$ cat src/rtl/pic_frame_loader.sv
// pic_frame_loader: frames a byte stream into a double-buffered picture memory.
// Parameters: ADDR_W, DATA_W (8 only), HEAD (bank 0 base), FRAME_LEN, SYNC_BYTE.
// Ports: clk; rst_N (sync, active-low); in_data/in_valid/in_ready stream;
//   frame_sync (viewer frame boundary); mem_we/mem_wa/mem_wd write port;
//   bank_rd (displayed bank); busy, frame_done, frame_err status.
// Build option: define LOADER_CHKSUM_EN to add the trailing mod-256 checksum
//   byte and the frame_err path; undefined, frames complete on the last pixel.
module pic_frame_loader #(
    parameter int unsigned             ADDR_W    = 16,
    parameter int unsigned             DATA_W    = 8,
    parameter int unsigned             HEAD      = 0,
    parameter int unsigned             FRAME_LEN = 768,
    parameter logic [DATA_W-1:0]       SYNC_BYTE = 8'hA5
) (
    input  logic              clk,
    input  logic              rst_N,
    input  logic [DATA_W-1:0] in_data,
    input  logic              in_valid,
    output logic              in_ready,
    input  logic              frame_sync,
    output logic              mem_we,
    output logic [ADDR_W-1:0] mem_wa,
    output logic [DATA_W-1:0] mem_wd,
    output logic              bank_rd,
    output logic              busy,
    output logic              frame_done,
    output logic              frame_err
);

    localparam int unsigned IDX_W = (FRAME_LEN > 1) ? $clog2(FRAME_LEN) : 1;
    localparam logic [IDX_W-1:0]  LAST  = IDX_W'(FRAME_LEN - 1);
    localparam logic [ADDR_W-1:0] BASE0 = ADDR_W'(HEAD);
    localparam logic [ADDR_W-1:0] BASE1 = ADDR_W'(HEAD + FRAME_LEN);

    typedef enum logic [1:0] {
        HUNT = 2'd0,
        LOAD = 2'd1,
`ifdef LOADER_CHKSUM_EN
        CHK  = 2'd2,
`endif
        WAIT = 2'd3
    } state_e;

    state_e             state_q, state_d;
    logic [IDX_W-1:0]   idx_q, idx_d;
    logic               pend_q, pend_d;
    logic               bank_q, bank_d;
    logic               we_q, we_d;
    logic [ADDR_W-1:0]  wa_q, wa_d;
    logic [DATA_W-1:0]  wd_q, wd_d;
    logic               done_q, done_d;
    logic               xfer;
    logic               complete;
`ifdef LOADER_CHKSUM_EN
    logic [DATA_W-1:0]  sum_q, sum_d;
    logic               err_q, err_d;
`endif

    // in_ready is held low while reset is asserted so no byte is taken then.
    assign in_ready   = rst_N && (state_q != WAIT);
    assign xfer       = in_valid && in_ready;
    assign mem_we     = we_q;
    assign mem_wa     = wa_q;
    assign mem_wd     = wd_q;
    assign bank_rd    = bank_q;
    assign frame_done = done_q;
`ifdef LOADER_CHKSUM_EN
    assign busy       = (state_q == LOAD) || (state_q == CHK);
    assign frame_err  = err_q;
`else
    assign busy       = (state_q == LOAD);
    assign frame_err  = 1'b0;
`endif

    always_comb begin
        state_d  = state_q;
        idx_d    = idx_q;
        pend_d   = pend_q;
        bank_d   = bank_q;
        we_d     = 1'b0;
        wa_d     = wa_q;
        wd_d     = wd_q;
        done_d   = 1'b0;
        complete = 1'b0;
`ifdef LOADER_CHKSUM_EN
        sum_d    = sum_q;
        err_d    = 1'b0;
`endif
        unique case (state_q)
            HUNT: begin
                if (xfer && (in_data == SYNC_BYTE)) begin
                    state_d = LOAD;
                    idx_d   = '0;
`ifdef LOADER_CHKSUM_EN
                    sum_d   = '0;
`endif
                end
            end
            LOAD: begin
                if (xfer) begin
                    we_d  = 1'b1;
                    // write bank is the one not being displayed
                    wa_d  = (bank_q ? BASE0 : BASE1) + ADDR_W'(idx_q);
                    wd_d  = in_data;
                    idx_d = idx_q + 1'b1;
`ifdef LOADER_CHKSUM_EN
                    sum_d = sum_q + in_data;
                    if (idx_q == LAST) state_d = CHK;
`else
                    if (idx_q == LAST) complete = 1'b1;
`endif
                end
            end
`ifdef LOADER_CHKSUM_EN
            CHK: begin
                if (xfer) begin
                    if (in_data == sum_q) begin
                        complete = 1'b1;
                    end else begin
                        err_d   = 1'b1;
                        state_d = HUNT;
                    end
                end
            end
`endif
            WAIT: begin
            end
            default: state_d = HUNT;
        endcase

        if (complete) begin
            done_d  = 1'b1;
            pend_d  = 1'b1;
            state_d = WAIT;
        end

        // A frame finishing in the sync cycle is shown at once.
        if (frame_sync && (pend_q || complete)) begin
            bank_d = ~bank_q;
            pend_d = 1'b0;
            if ((state_q == WAIT) || complete) state_d = HUNT;
        end
    end

    always_ff @(posedge clk) begin
        if (!rst_N) begin
            state_q <= HUNT;
            idx_q   <= '0;
            pend_q  <= 1'b0;
            bank_q  <= 1'b0;
            we_q    <= 1'b0;
            wa_q    <= '0;
            wd_q    <= '0;
            done_q  <= 1'b0;
        end else begin
            state_q <= state_d;
            idx_q   <= idx_d;
            pend_q  <= pend_d;
            bank_q  <= bank_d;
            we_q    <= we_d;
            wa_q    <= wa_d;
            wd_q    <= wd_d;
            done_q  <= done_d;
        end
    end

`ifdef LOADER_CHKSUM_EN
    always_ff @(posedge clk) begin
        if (!rst_N) begin
            sum_q <= '0;
            err_q <= 1'b0;
        end else begin
            sum_q <= sum_d;
            err_q <= err_d;
        end
    end
`endif

endmodule
$ cat config.mk
export PLATFORM = sky130hd
export DESIGN_NAME = pic_frame_loader
export DESIGN_NICKNAME = d
export VERILOG_FILES = /design/src/rtl/pic_frame_loader.sv
export SDC_FILE = /design/constraint.sdc
export NUM_CORES = 1
export LEC_CHECK = 0
export BUFFER_PORTS_ARGS = -buffer_cell sky130_fd_sc_hd__buf_2
export CELL_PAD_IN_SITES_DETAIL_PLACEMENT = 1
export CELL_PAD_IN_SITES_GLOBAL_PLACEMENT = 2
export CORE_ASPECT_RATIO = 0.75
export CORE_MARGIN = 3
export CORE_UTILIZATION = 27
export CTS_CLUSTER_DIAMETER = 40
export CTS_CLUSTER_SIZE = 14
export DETAILED_ROUTE_END_ITERATION = 8
export GPL_ROUTABILITY_DRIVEN = 0
export PLACE_DENSITY_LB_ADDON = 0.1
export SYNTH_ARGS = -nofsm -noshare
export SYNTH_HDL_FRONTEND = slang
export SYNTH_SLANG_ARGS = --single-unit
export TNS_END_PERCENT = 50
$ cat constraint.sdc
create_clock -name clk -period 1.4 [get_ports clk]
set_input_delay 0.14 -clock clk [delete_from_list [all_inputs] [get_ports clk]]
set_output_delay 0.14 -clock clk [all_outputs]
set_load 0.05 [all_outputs]
* After elaboration in Yosys (flattened, before gate mapping)
Cells that the tools add are included.
** Operators by class
- $add $sub $neg :: 2
- Reduce and logical (&&, ||, !) cells :: 13
- Muxes and demuxes :: 14
- Eq/ne operators :: 7
- Bitwise gates (word level) :: 2
** Operators by type and width (count)
- 10-bit two-way mux :: 3
- 10-bit one-hot mux with 2 select lines :: 1
- 10-bit by 10-bit adder with 11-bit output :: 1
- 10-bit by 1-bit adder with 10-bit output (second input constant) :: 1
- 10-bit == test (second input constant) :: 1
- 8-bit == test (second input constant) :: 1
- 2-bit two-way mux :: 4
- 1-bit two-way mux :: 5
- 1-bit logical AND :: 4
- 2-bit != test (second input constant) :: 2
- 2-bit one-hot mux with 2 select lines :: 1
- 2-bit AND reduction :: 2
- 2-bit OR reduction :: 2
- 3-bit AND reduction :: 1
- 2-bit by 1-bit == test with 1-bit output (second input constant) :: 1
- 2-bit == test (second input constant) :: 1
- 2-bit logical NOT :: 1
- 1-bit logical OR :: 2
- 2-bit by 1-bit != test with 1-bit output (second input constant) :: 1
- 1-bit NOT :: 2
- 2-bit nonzero test :: 1
** Word-level totals
- Register bits after elaboration :: 40
- Input port bits :: 12

* Depth between registers and ports, before layout
- Depth after elaboration :: 9
- Mapped depth :: 6
- Mapped depth without buffers :: 6

* Worst setup path after synthesis
Ideal clock, no wire load.
- Kind :: input-to-output
- Start :: input port rst_N
- End :: output port in_ready
- Slack :: -0.527 ns
- Arrival :: 1.787 ns
- Data required time :: 1.260 ns
- Stages :: 3
- Cells stage by stage :: clkbuf_1 clkbuf_1 a21boi_0
** Between the ends
- Word-level cells in the longest chain between the ends :: 1
** RTL lines
- from (decl) :: RTL line 16 : input logic rst_N,
- 1-bit logical AND :: RTL line 60 : assign in_ready = rst_N && (state_q != WAIT);
- to (decl) :: RTL line 19 : output logic in_ready,
Every way passes these cells.

* Worst setup path after layout
- Start :: register idx_q[1]
- End :: register idx_q[6]
** Between the ends
- Word-level cells in the longest chain between the ends :: 3
** RTL lines
- from (decl) :: RTL line 45 : logic [IDX_W-1:0] idx_q, idx_d;
- from (signal assigned) :: RTL line 157 : idx_q <= idx_d;
- 10-bit by 1-bit adder with 10-bit output :: RTL line 105 : idx_d = idx_q + 1'b1;
- 10-bit two-way mux :: RTL line 100 : if (xfer) begin
- 10-bit one-hot mux with 2 select lines :: RTL line 89 : unique case (state_q)
Every way passes these cells. The select of a mux whose other input is x is not followed.
A chain may end at the register's enable or synchronous reset.

==> impl_metrics.toml <==
[setup_path]
reg2reg_to = "idx_q[6]"
worstPathArrival_ns = 1.83
end_kind = "flip-flop"
largest_fanout_of_any_net_on_the_critical_path = 3
required_ns = 1.62
critical_path.startpoint_type = "flip-flop"
regToRegStartpoint = "idx_q[1]"
crit_type = "flip-flop to flip-flop"
r2r.worst_path.cells = 5
reg2reg_setup_slack_ns = -0.21

[clock_network]
worst_skew_pair.late_latency_ns = 0.29
cts_inserted_buffers = 5
clock-sinks = 35
cts_hold_buffers = 0
tritoncts = "built"
cts_root_buf = "clkbuf_8"
cts_htree_levels = 2
max-clock-path-buffers = 2
clk_transition_reported_paths_ns = 0.08

[sta]
finalSetupViolCount = 8
fin_crit_sh_pct = 115
final-hold-violation-count = 0
fmaxAchievable_mhz = 620
post-route-min-period_ns = 1.61
unrepaired_setup_endpoints_after_global_routing = "yes"
whs_ns = 0.0503
clock_skew_ns = 0.00974
finalMaxSlewViolations = 0
finalWorstSetupSlack_ns = -0.212

[drt]
final_antenna_net_count = 0
detail_route.first_pass.iterations = 4
detail_route.vias_per_cell = 4.69
wl_um = 4820
drc = 0
drt_iter0_markers = 37
final_routed_wire_length_divided_by_cell_count_um = 14.8
routed-via-count = 1523

[yosys]
seq_area_frac_synth_pct = 44.5
synth_largest_type_area_fraction_pct = 44.5
netlist_instances = 179
yosys_register_bits = 35
netlist_top_cells_area = "dfxtp_1, nand2_1, a21boi_1"
synthesis.area_per_instance_um2 = 8.79
yosysWarningCount = 0
ys_types = 40
cell_accounting_for_the_most_synthesized_area = "dfxtp_1"
number_of_flops_mapped_to_enable_cells_by_yosys = 0
dominantRegCellSynth = "dfxtp_1"
synthArstFlopShare_pct = 0
netlist_area_um2 = 1570

[floorplan]
io_pins = 42
core_um2 = 5500
design.die.area_um2 = 6790
chipHeight_um = 72.1
fp.dieW_um = 94.2
initial_utilization_pct = 28.6
rows = 23

[worst_hold_path]
hold_path_depth = 2
holdCritStartpoint = "frame_sync"
timing.hold.worst.class = "primary input to flip-flop"
hold_critical_path_endpoint = "pend_q"

[placement]
dp_worst_setup_slack_ns = -0.162
place.port_buffers = 35
place_hpwl_um = 3400

[grt]
grt_pass1_vias = 1577
antenna_found_initial = 0
grt_pass1_wl_um = 7390
grt_max_degree = 22
globalRoute.totalOverflow = 0
global_route.usage.total_pct = 13.9

[cells_and_area]
layout.cells.most_common_list = "nand2_1, buf_2, buf_4, dfxtp_1, a21boi_1"
fillerInstances = 649
num-nets-final = 264
antenna_cells_inserted = 0
mostFrequentLayoutCell = "nand2_1"
final_layout_size_suffix_gt1_share_pct = 42.4
area_growth_syn_to_layout_pct = 44.5

[power]
power.leakage_uw = 0.000986
power_density_nw_per_um2 = 846
switching_power_uw = 446
netSwitchingFraction_pct = 23.1
share_comb_of_total_power_pct = 6.5
irDropWorstVdd_mv = 0.345
pwr-share-seq_pct = 51.4
power.share.clock_pct = 42.1
power_report.internal_total_uw = 1480

[job]
cap_violations = 0

[run_status]
run_status = "complete, but fails checks"
violations = "negative setup slack"
-- worst max-delay path by stage --
stage                     to  cells past startpoint  slack (ns)       start
floorplan           in_ready                      3       -0.17       rst_N
global placement    idx_q[7]                      5       -0.11  in_data[3]
detailed placement  idx_q[6]                      5       -0.16    idx_q[1]
CTS                 idx_q[6]                      5       -0.16    idx_q[0]
global route        idx_q[6]                      5       -0.30    idx_q[1]
finish              idx_q[6]                      5       -0.21    idx_q[1]
-- final cells by class --
class / count / area [um^2] / share of cell area (%)
repair buffers: 73 / 483 / 21.2
multi-input cells: 128 / 861 / 37.8
well taps: 75 / 93.8 / 4.13
inverters: 6 / 22.5 / 0.990
clock buffers: 8 / 100 / 4.40
flip-flops and latches: 35 / 714 / 31.4
-- power groups by stage --
stage | Clock [uW] | Combinational, uW | Sequential (uW)
floorplan | 0 | 85.2 | 1010
global placement | 0 | 118 | 1010
detailed placement | 0 | 120 | 1010
CTS | 848 | 121 | 989
global route | 896 | 133 | 989
finish | 811 | 125 | 989
-- metal layers --
metal	GRT usage, %	vias up	share of wire (%)
met4	4.01	0	1.4
met2	21.5	32	46
met3	4.15	8	3.4
met1	18.7	727	49
met5	0	-	0
li1	-	756	-
-- stage by stage --
stage / utilization [%] / power (uW) / setup TNS, ns / std cells / area, um^2
after floorplan: - / 1100 / -0.329 / 184 / 1620
after global placement: 36.6 / 1130 / -0.885 / 307 / 2010
after detailed placement: 36.6 / 1130 / -1.35 / 307 / 2010
after CTS: 38.7 / 1960 / -0.668 / 316 / 2130
after global routing: 41.4 / 2020 / -1.58 / 325 / 2270
final: 41.4 / 1920 / -0.770 / 325 / 2270
-- repair_timing --
item                                    4_1_cts  5_1_grt
endpoints found under the setup margin       20       28
cloned                                        0        1
pin swaps                                     4        8
gates resized for setup                       4       24
buffers inserted                              1        8
-- worst max-delay path, cell delays in order (launching register included) --
cell and delay, ns:
dfxtp_4 0.36, ha_4 0.13, nand4_1 0.20, or2_1 0.30
or4_1 0.43, a21oi_2 0.13
-- logic make-up (layout without fill, tap and decap cells) --
logic type	count (synthesis)	after routing	synth area share, %
simple gates	73	73	25.0
compound gates	44	44	19.1
flops	35	35	44.5
buf+inv	21	87	6.99
fa+ha+maj	3	3	2.86
mux	2	2	1.27
other cells	1	6	0.238
-- flip-flops by register name (all words and copies together) (netlist names) --
register    cells
bank_rd         1
state_q         2
mem_wa         11
frame_done      1
pend_q          1
idx_q          10
mem_we          1
mem_wd          8
-- synthesized netlist by cell type, types with 3 or more instances --
| library cell | n |
|---|---|
| nand2_1 | 40 |
| dfxtp_1 | 35 |
| a21boi_1 | 15 |
| a21oi_1 | 9 |
| clkbuf_1 | 7 |
| or4_1 | 7 |
| buf_4 | 6 |
| inv_1 | 5 |
| o21ai_1 | 5 |
| o31ai_1 | 5 |
| nand3_1 | 4 |
| nand4_1 | 3 |
Note: power is estimated with default switching activity, not from simulation.
